<file path="config.mk">
export PLATFORM = sky130hd
export DESIGN_NAME = vector_multiply_issue_buffer_flat
export DESIGN_NICKNAME = d
export VERILOG_FILES = /design/src/rtl/riscv_v_pkg.sv /design/src/rtl/vector_multiply_issue_buffer_if.sv /design/src/rtl/vector_multiply_issue_buffer.sv /design/src/flat_wrapper.sv
export SDC_FILE = /design/constraint.sdc
export NUM_CORES = 1
export LEC_CHECK = 0
export CAP_MARGIN = 15
export CORE_ASPECT_RATIO = 0.9
export CORE_MARGIN = 3
export CORE_UTILIZATION = 50
export CTS_BUF_LIST = sky130_fd_sc_hd__clkbuf_8 sky130_fd_sc_hd__clkbuf_16
export DETAILED_ROUTE_END_ITERATION = 12
export PLACE_DENSITY_LB_ADDON = 0.05
export SLEW_MARGIN = 15
export SYNTH_ARGS = -nofsm -noshare
export SYNTH_HDL_FRONTEND = slang
export SYNTH_SLANG_ARGS = --single-unit
</file>
<file path="constraint.sdc">
create_clock -name clock -period 9.6 [get_ports clock]
set_clock_uncertainty 0.05 [all_clocks]
set_input_delay 2.88 -clock clock [delete_from_list [all_inputs] [get_ports clock]]
set_output_delay 2.88 -clock clock [all_outputs]
set_load 0.02 [all_outputs]
</file>
<file path="src/rtl/riscv_v_pkg.sv">
// Shared vector-unit types: register width and the
// control bundle that rides along with each vector operation.
package riscv_v_pkg;

  localparam int VLEN = 64;

  typedef struct packed {
    logic [1:0] op;
    logic [1:0] sew;
    logic       vm;
  } execution_vector_t;

endpackage

</file>
<file path="src/rtl/vector_multiply_issue_buffer_if.sv">
// Upstream operand and downstream result valid/ready channels
// of the multiply issue buffer; slave = buffer, master = its peers.
interface vector_multiply_issue_buffer_if #(
  parameter int TAG_W = 4
);
  import riscv_v_pkg::*;

  logic              in_valid;
  logic              in_ready;
  execution_vector_t in_execution_vector;
  logic [VLEN-1:0]   in_vs2;
  logic [VLEN-1:0]   in_vs1;
  logic [TAG_W-1:0]  in_tag;

  logic              out_valid;
  logic              out_ready;
  logic [VLEN-1:0]   out_vd;
  logic [TAG_W-1:0]  out_tag;

  modport slave (
    input  in_valid,
    output in_ready,
    input  in_execution_vector,
    input  in_vs2,
    input  in_vs1,
    input  in_tag,
    output out_valid,
    input  out_ready,
    output out_vd,
    output out_tag
  );

  modport master (
    output in_valid,
    input  in_ready,
    output in_execution_vector,
    output in_vs2,
    output in_vs1,
    output in_tag,
    input  out_valid,
    output out_ready,
    input  out_vd,
    input  out_tag
  );

endinterface

</file>
<file path="src/rtl/vector_multiply_issue_buffer.sv">
// Operand queue -> credit-gated issue into a fixed-latency multiplier ->
// in-order result queue. Ports: clock/reset/flush, io (in/out channels), mul_*, busy.
module vector_multiply_issue_buffer
  import riscv_v_pkg::*;
#(
  parameter int OPQ_DEPTH   = 4,
  parameter int RESQ_DEPTH  = 4,
  parameter int MUL_LATENCY = 2,
  parameter int TAG_W       = 4
) (
  input  logic                 clock,
  input  logic                 reset,
  input  logic                 flush,
  vector_multiply_issue_buffer_if.slave io,
  output execution_vector_t    mul_execution_vector,
  output logic [VLEN-1:0]      mul_vs2,
  output logic [VLEN-1:0]      mul_vs1,
  input  logic [VLEN-1:0]      mul_vd,
  output logic                 busy
);

  localparam int OPW = $clog2(OPQ_DEPTH);
  localparam int OCW = $clog2(OPQ_DEPTH + 1);
  localparam int RSW = $clog2(RESQ_DEPTH);
  localparam int RCW = $clog2(RESQ_DEPTH + 1);
  localparam int ICW = $clog2(MUL_LATENCY + 1);

  logic [OPW-1:0]    opq_head;
  logic [OPW-1:0]    opq_tail;
  logic [OCW-1:0]    opq_count;
  execution_vector_t opq_ev  [OPQ_DEPTH];
  logic [VLEN-1:0]   opq_vs2 [OPQ_DEPTH];
  logic [VLEN-1:0]   opq_vs1 [OPQ_DEPTH];
  logic [TAG_W-1:0]  opq_tag [OPQ_DEPTH];

  logic [MUL_LATENCY-1:0] trk_v;
  logic [TAG_W-1:0]       trk_tag [MUL_LATENCY];
  logic [ICW-1:0]         inflight_count;

  logic [RSW-1:0]   res_head;
  logic [RSW-1:0]   res_tail;
  logic [RCW-1:0]   res_count;
  logic [VLEN-1:0]  res_vd  [RESQ_DEPTH];
  logic [TAG_W-1:0] res_tag [RESQ_DEPTH];

  logic clear;
  logic in_ready;
  logic push;
  logic credit_ok;
  logic issue;
  logic res_wr;
  logic res_rd;
  logic out_valid;

  always_comb begin
    inflight_count = '0;
    for (int i = 0; i < MUL_LATENCY; i++) begin
      inflight_count = inflight_count + ICW'(trk_v[i]);
    end
  end

  // A slot is reserved from issue until the result is dequeued,
  // so a returning vd always finds room in the result queue.
  always_comb begin
    clear     = reset | flush;
    in_ready  = !reset && (int'(opq_count) != OPQ_DEPTH);
    push      = io.in_valid && in_ready && !flush;
    credit_ok = (int'(inflight_count) + int'(res_count))
                < RESQ_DEPTH;
    issue     = !clear && (opq_count != '0) && credit_ok;
    res_wr    = trk_v[MUL_LATENCY-1];
    out_valid = (res_count != '0);
    res_rd    = out_valid && io.out_ready;
  end

  always_comb begin
    mul_execution_vector = '0;
    mul_vs2              = '0;
    mul_vs1              = '0;
    if (issue) begin
      mul_execution_vector = opq_ev[opq_head];
      mul_vs2              = opq_vs2[opq_head];
      mul_vs1              = opq_vs1[opq_head];
    end
  end

  always_ff @(posedge clock) begin
    if (clear) begin
      opq_head  <= '0;
      opq_tail  <= '0;
      opq_count <= '0;
    end else begin
      if (push) opq_tail <= opq_tail + 1'b1;
      if (issue) opq_head <= opq_head + 1'b1;
      unique case ({push, issue})
        2'b10:   opq_count <= opq_count + 1'b1;
        2'b01:   opq_count <= opq_count - 1'b1;
        default: opq_count <= opq_count;
      endcase
    end
  end

  always_ff @(posedge clock) begin
    if (push) begin
      opq_ev[opq_tail]  <= io.in_execution_vector;
      opq_vs2[opq_tail] <= io.in_vs2;
      opq_vs1[opq_tail] <= io.in_vs1;
      opq_tag[opq_tail] <= io.in_tag;
    end
  end

  // Clearing the valids is what discards a late mul_vd.
  always_ff @(posedge clock) begin
    if (clear) begin
      trk_v <= '0;
    end else begin
      trk_v[0] <= issue;
      for (int i = 1; i < MUL_LATENCY; i++) begin
        trk_v[i] <= trk_v[i-1];
      end
    end
  end

  always_ff @(posedge clock) begin
    trk_tag[0] <= opq_tag[opq_head];
    for (int i = 1; i < MUL_LATENCY; i++) begin
      trk_tag[i] <= trk_tag[i-1];
    end
  end

  always_ff @(posedge clock) begin
    if (clear) begin
      res_head  <= '0;
      res_tail  <= '0;
      res_count <= '0;
    end else begin
      if (res_wr) res_tail <= res_tail + 1'b1;
      if (res_rd) res_head <= res_head + 1'b1;
      unique case ({res_wr, res_rd})
        2'b10:   res_count <= res_count + 1'b1;
        2'b01:   res_count <= res_count - 1'b1;
        default: res_count <= res_count;
      endcase
    end
  end

  always_ff @(posedge clock) begin
    if (res_wr) begin
      res_vd[res_tail]  <= mul_vd;
      res_tag[res_tail] <= trk_tag[MUL_LATENCY-1];
    end
  end

  always_comb begin
    io.in_ready  = in_ready;
    io.out_valid = out_valid;
    io.out_vd    = out_valid ? res_vd[res_head] : '0;
    io.out_tag   = out_valid ? res_tag[res_head] : '0;
    busy         = (opq_count != '0) ||
                   (inflight_count != '0) ||
                   (res_count != '0);
  end

endmodule

</file>
<file path="src/flat_wrapper.sv">
// flat-port wrapper written by rule: the top's interface ports become plain ports
module vector_multiply_issue_buffer_flat import riscv_v_pkg::*;
#(
  parameter int OPQ_DEPTH   = 4,
  parameter int RESQ_DEPTH  = 4,
  parameter int MUL_LATENCY = 2,
  parameter int TAG_W       = 4
)
  (clock, reset, flush, mul_execution_vector, mul_vs2, mul_vs1, mul_vd, busy, io_in_valid, io_in_ready, io_in_execution_vector, io_in_vs2, io_in_vs1, io_in_tag, io_out_valid, io_out_ready, io_out_vd, io_out_tag);
  vector_multiply_issue_buffer_if #(.TAG_W(TAG_W)) io_i ();
  input  logic clock;
  input  logic reset;
  input  logic flush;
  output execution_vector_t mul_execution_vector;
  output logic [VLEN-1:0] mul_vs2;
  output logic [VLEN-1:0] mul_vs1;
  input  logic [VLEN-1:0] mul_vd;
  output logic busy;
  input wire logic [$bits(io_i.in_valid)-1:0] io_in_valid;
  output wire logic [$bits(io_i.in_ready)-1:0] io_in_ready;
  input wire logic [$bits(io_i.in_execution_vector)-1:0] io_in_execution_vector;
  input wire logic [$bits(io_i.in_vs2)-1:0] io_in_vs2;
  input wire logic [$bits(io_i.in_vs1)-1:0] io_in_vs1;
  input wire logic [$bits(io_i.in_tag)-1:0] io_in_tag;
  output wire logic [$bits(io_i.out_valid)-1:0] io_out_valid;
  input wire logic [$bits(io_i.out_ready)-1:0] io_out_ready;
  output wire logic [$bits(io_i.out_vd)-1:0] io_out_vd;
  output wire logic [$bits(io_i.out_tag)-1:0] io_out_tag;
  assign io_i.in_valid = io_in_valid;
  assign io_in_ready = io_i.in_ready;
  assign io_i.in_execution_vector = io_in_execution_vector;
  assign io_i.in_vs2 = io_in_vs2;
  assign io_i.in_vs1 = io_in_vs1;
  assign io_i.in_tag = io_in_tag;
  assign io_out_valid = io_i.out_valid;
  assign io_i.out_ready = io_out_ready;
  assign io_out_vd = io_i.out_vd;
  assign io_out_tag = io_i.out_tag;
  vector_multiply_issue_buffer #(.OPQ_DEPTH(OPQ_DEPTH), .RESQ_DEPTH(RESQ_DEPTH), .MUL_LATENCY(MUL_LATENCY), .TAG_W(TAG_W)) u_core (.clock(clock), .reset(reset), .flush(flush), .io(io_i), .mul_execution_vector(mul_execution_vector), .mul_vs2(mul_vs2), .mul_vs1(mul_vs1), .mul_vd(mul_vd), .busy(busy));
endmodule
</file>
==> summary.md <==
The critical path startpoint category was an input pin. The count of buffers added on input and output ports is 409. The half-perimeter wire length after placement is 38600 um. The number of hold buffers added after cts is 0, and the post-synthesis register bit count is 848. Across the VDD grid, the largest voltage drop is 143 uV.

The highest attainable clock frequency is 116 MHz. Once layout is done, the placed cells without fillers occupy 39700 um2. The flow ran to the end, and the final reports show no timing, DRC or antenna violations.

Counting both buffers and inverters, the worst setup path holds a total of 3. The fraction of final layout cells sized beyond drive strength 1 was 18.0%. The worst slew slack as a fraction of its limit came out at 27.3%. For the worst flop-to-flop path, the logic depth is 12.

The critical path data arrival time was 5680 ps. The clock tree root buffer cell was sky130_fd_sc_hd__clkbuf_16. The deepest level of the CTS H-tree is 3. Routability congestion estimate: 0.711. The number of sinks on the clock net is 848.

Of the post-synthesis cell area, the dominant cell type holds 76.6%. The number of gates on the worst path with buffers counted works out to 6. The logs give 0 for the reported max-cap violation count and 410 for the number of placed I/O pins.

The later pin in the worst-skew pair is clocked with a latency of 600 ps. Across every metal layer, demand over resource in global routing totals 19.6%. The area growth from synthesis to layout is 23.5%. The total power of the final layout is 7.35 mW, and the pin count of the biggest net entering global routing is 114.

Counting stages on the worst path, the most repeated cell is sky130_fd_sc_hd__clkdlybuf4s50_1. Shortest period the worst path allows: 8610 ps. The total CTS buffers was 85; the ratio of routed vias to standard cells was 5.37. Setup violations remaining at the end of the flow were counted as 0. After clock tree synthesis, the clock-pin slew on the worst setup and hold paths is 60 ps. Number of nets in the layout: 2080.

Measured along the y axis, the die boundary spans 247 um. The first-pass GRT wire length was 98000 um; the die outline area was 67400 um2. The synthesized area per cell came out at 22.6 um2. The logs give 0 for the total count of hold-check failures in the final report and 12.4 nW for the static power due to leakage. Yosys attributes the largest share of cell area to sky130_fd_sc_hd__edfxtp_1, sky130_fd_sc_hd__mux4_2, sky130_fd_sc_hd__nor2b_1. The routed layout has 14900 vias.

The logs give 0 for the count of synthesis-stage warnings from yosys and 5 for the number of optimization iterations in the first detailed-route pass. The delay contributed by the slowest stage of the critical path came out at 660 ps. The number of antenna violations at the first check in global routing is 21. The slew at the pin with the worst max-slew slack works out to 1090 ps.

In this run the worst hold path is classified as register to register. The largest fanout on the critical path came out at 113. Wires add up to 65200 um. The average wire length per cell after detail routing was 23.5 um. The number of cells on the worst hold path was 0; the horizontal die dimension was 273 um. Cell type contributing the most total cell area after synthesis: sky130_fd_sc_hd__edfxtp_1. The count of routing violations after the opening detailed-route iteration is 940.

The gate family responsible for the most delay along the worst path is buffers and inverters. For the internal reg-to-reg setup slack, the log shows 6210 ps. In the post-synthesis netlist, the cell with the most instances is sky130_fd_sc_hd__edfxtp_1. Global routing finished with a remaining overflow of 0. Summing every instance area after synthesis gives 32200 um2. The initial standard-cell utilization of the core was 50.9%. The tools report the required time at the worst-slack endpoint as 6670 ps. The power per unit of standard cell area was 185 nW/um2; the DRC violation count after routing was 0. Setup repair after global routing left no endpoint under its margin.

The count of pins over their slew limit came out at 0. Leading register cell type out of synthesis: sky130_fd_sc_hd__edfxtp_1. By count the netlist is led by sky130_fd_sc_hd__edfxtp_1, sky130_fd_sc_hd__mux4_2, sky130_fd_sc_hd__nor2b_1.

The critical path's slowest cell was sky130_fd_sc_hd__clkdlybuf4s50_1. For the remaining number of nets flagged by the antenna check after routing, the log shows 0. By startpoint and endpoint, the worst setup path is classified as input pin to primary output. The floorplan step defined a core boundary enclosing 63100 um2.

Walking the worst path, the cells encountered are clkdlybuf4s50_1 -> nor2_1 -> nand4_4 -> buf_12 -> nor2b_1 -> clkdlybuf4s50_1. The placed standard-cell area was 37100 um2; the number of gates given a new drive strength after cts was 0. Counting along the longest clock path gives a buffer depth of 3. The run gives 0 as the number of buffers inserted to repair setup after CTS. TritonCTS built the clock tree. Adding up every negative setup slack in the final design gives 0 ps. Final cycle utilization of the critical path: 89.7%. Counting flops with an async set or reset pin after synthesis yields a share of 0%. The tools report the fraction of the yosys area taken by sequential cells as 78.3%.

Synthesis produced 1421 cells. In this run, distinct cell masters in the synthesized netlist total 33. Endpoint class of the critical path: a primary output. The initialized floorplan defines 87 standard-cell rows. When the netlist entered floorplanning its net count stood at 1642. The synthesized design contains 820 enable-type register cells. The via count of the first global-routing pass came out at 15600.
power by group:
group | internal, mW | switching (mW) | leakage [nW]
Sequential | 4.08 | 0.00616 | 7.63
Clock | 1.75 | 1.31 | 1.35
Combinational | 0.112 | 0.0870 | 3.44
Total | 5.94 | 1.41 | 12.4
layout by cell type, fill, tap and decap left out, types with 2 or more instances in the layout:
| master | count |
|---|---|
| sky130_fd_sc_hd__diode_2 | 8 |
| sky130_fd_sc_hd__ha_1 | 13 |
| sky130_fd_sc_hd__clkinv_2 | 16 |
| sky130_fd_sc_hd__dfxtp_4 | 4 |
| sky130_fd_sc_hd__dfxtp_1 | 24 |
| sky130_fd_sc_hd__buf_4 | 7 |
| sky130_fd_sc_hd__mux4_2 | 205 |
| sky130_fd_sc_hd__nor2b_1 | 109 |
| sky130_fd_sc_hd__bufinv_16 | 4 |
| sky130_fd_sc_hd__clkinvlp_4 | 2 |
| sky130_fd_sc_hd__inv_1 | 35 |
| sky130_fd_sc_hd__fa_1 | 2 |
| sky130_fd_sc_hd__clkdlybuf4s50_1 | 409 |
| sky130_fd_sc_hd__buf_12 | 5 |
| sky130_fd_sc_hd__nand3_1 | 2 |
| sky130_fd_sc_hd__xor2_1 | 6 |
| sky130_fd_sc_hd__and2_4 | 8 |
| sky130_fd_sc_hd__edfxtp_1 | 820 |
| sky130_fd_sc_hd__o21ai_0 | 4 |
| sky130_fd_sc_hd__clkinv_1 | 22 |
| sky130_fd_sc_hd__clkbuf_16 | 87 |
| sky130_fd_sc_hd__nor2_1 | 16 |
| sky130_fd_sc_hd__and2_1 | 68 |
| sky130_fd_sc_hd__and2b_1 | 24 |
| sky130_fd_sc_hd__mux2i_1 | 4 |
| sky130_fd_sc_hd__a21oi_1 | 6 |
| sky130_fd_sc_hd__or3_1 | 5 |
| sky130_fd_sc_hd__nand2_1 | 3 |
| sky130_fd_sc_hd__inv_6 | 2 |
| sky130_fd_sc_hd__clkinv_8 | 2 |
per-layer routing:
layer / vias up / global-route usage [%] / wire length, um
li1: 6674 / - / -
met1: 7740 / 25.8 / 26500
met2: 374 / 32.0 / 32900
met3: 110 / 5.91 / 4320
met4: 22 / 5.41 / 1380
met5: - / 0 / 157
final timing paths:
check,start,to
worst min-delay path,u_core.trk_tag[0][2],u_core.trk_tag[0][6]
worst max-delay path,reset,mul_vs2[25]
worst min register to register,u_core.trk_tag[0][2],u_core.trk_tag[0][6]
worst max register to register,u_core.trk_v[1],u_core.opq_count[2]
logic make-up (layout without fill, tap and decap cells):
logic type	Yosys count	count (layout)	synth area share (%)
xor+xnor	7	7	0.191
flops	848	848	78.3
mux	209	209	14.5
compound gates	12	12	0.206
other cells	0	8	0
fa+ha+maj	15	15	0.630
buf+inv	87	592	1.45
simple gates	243	243	4.73
registers in the layout, summed over array words and instances (netlist names), 3 cells and up, named ones only:
name and cells:
u_core.opq_vs2 256, u_core.opq_vs1 256, u_core.opq_ev 20, u_core.opq_count 3, u_core.trk_tag 8, u_core.res_tag 16
u_core.res_vd 256, u_core.res_count 3, u_core.opq_tag 16
area by class of cell:
cell class / count / area, um2
tap: 845 / 1060
antenna: 8 / 20.0
timing repair buffer: 421 / 4250
fill: 4436 / 23400
inverter: 17 / 63.8
multi-input combinational: 486 / 6530
clock buffer: 87 / 2180
sequential: 848 / 25200
clock inverter: 67 / 424
stage by stage:
| stage | setup slack [ps] | utilization (%) | hold WS, ps | instances |
|---|---|---|---|---|
| final | 989 | 62.9 | 274 | 2779 |
| after global routing | 846 | 62.9 | 286 | 2775 |
| after CTS | 1100 | 62.9 | 276 | 2771 |
| after detailed placement | 1160 | 58.8 | 262 | 2617 |
| after global placement | 1160 | 58.8 | 263 | 2617 |
| after floorplan | 2480 | - | 260 | 1421 |
No activity file was read; power rests on OpenSTA's default activity.
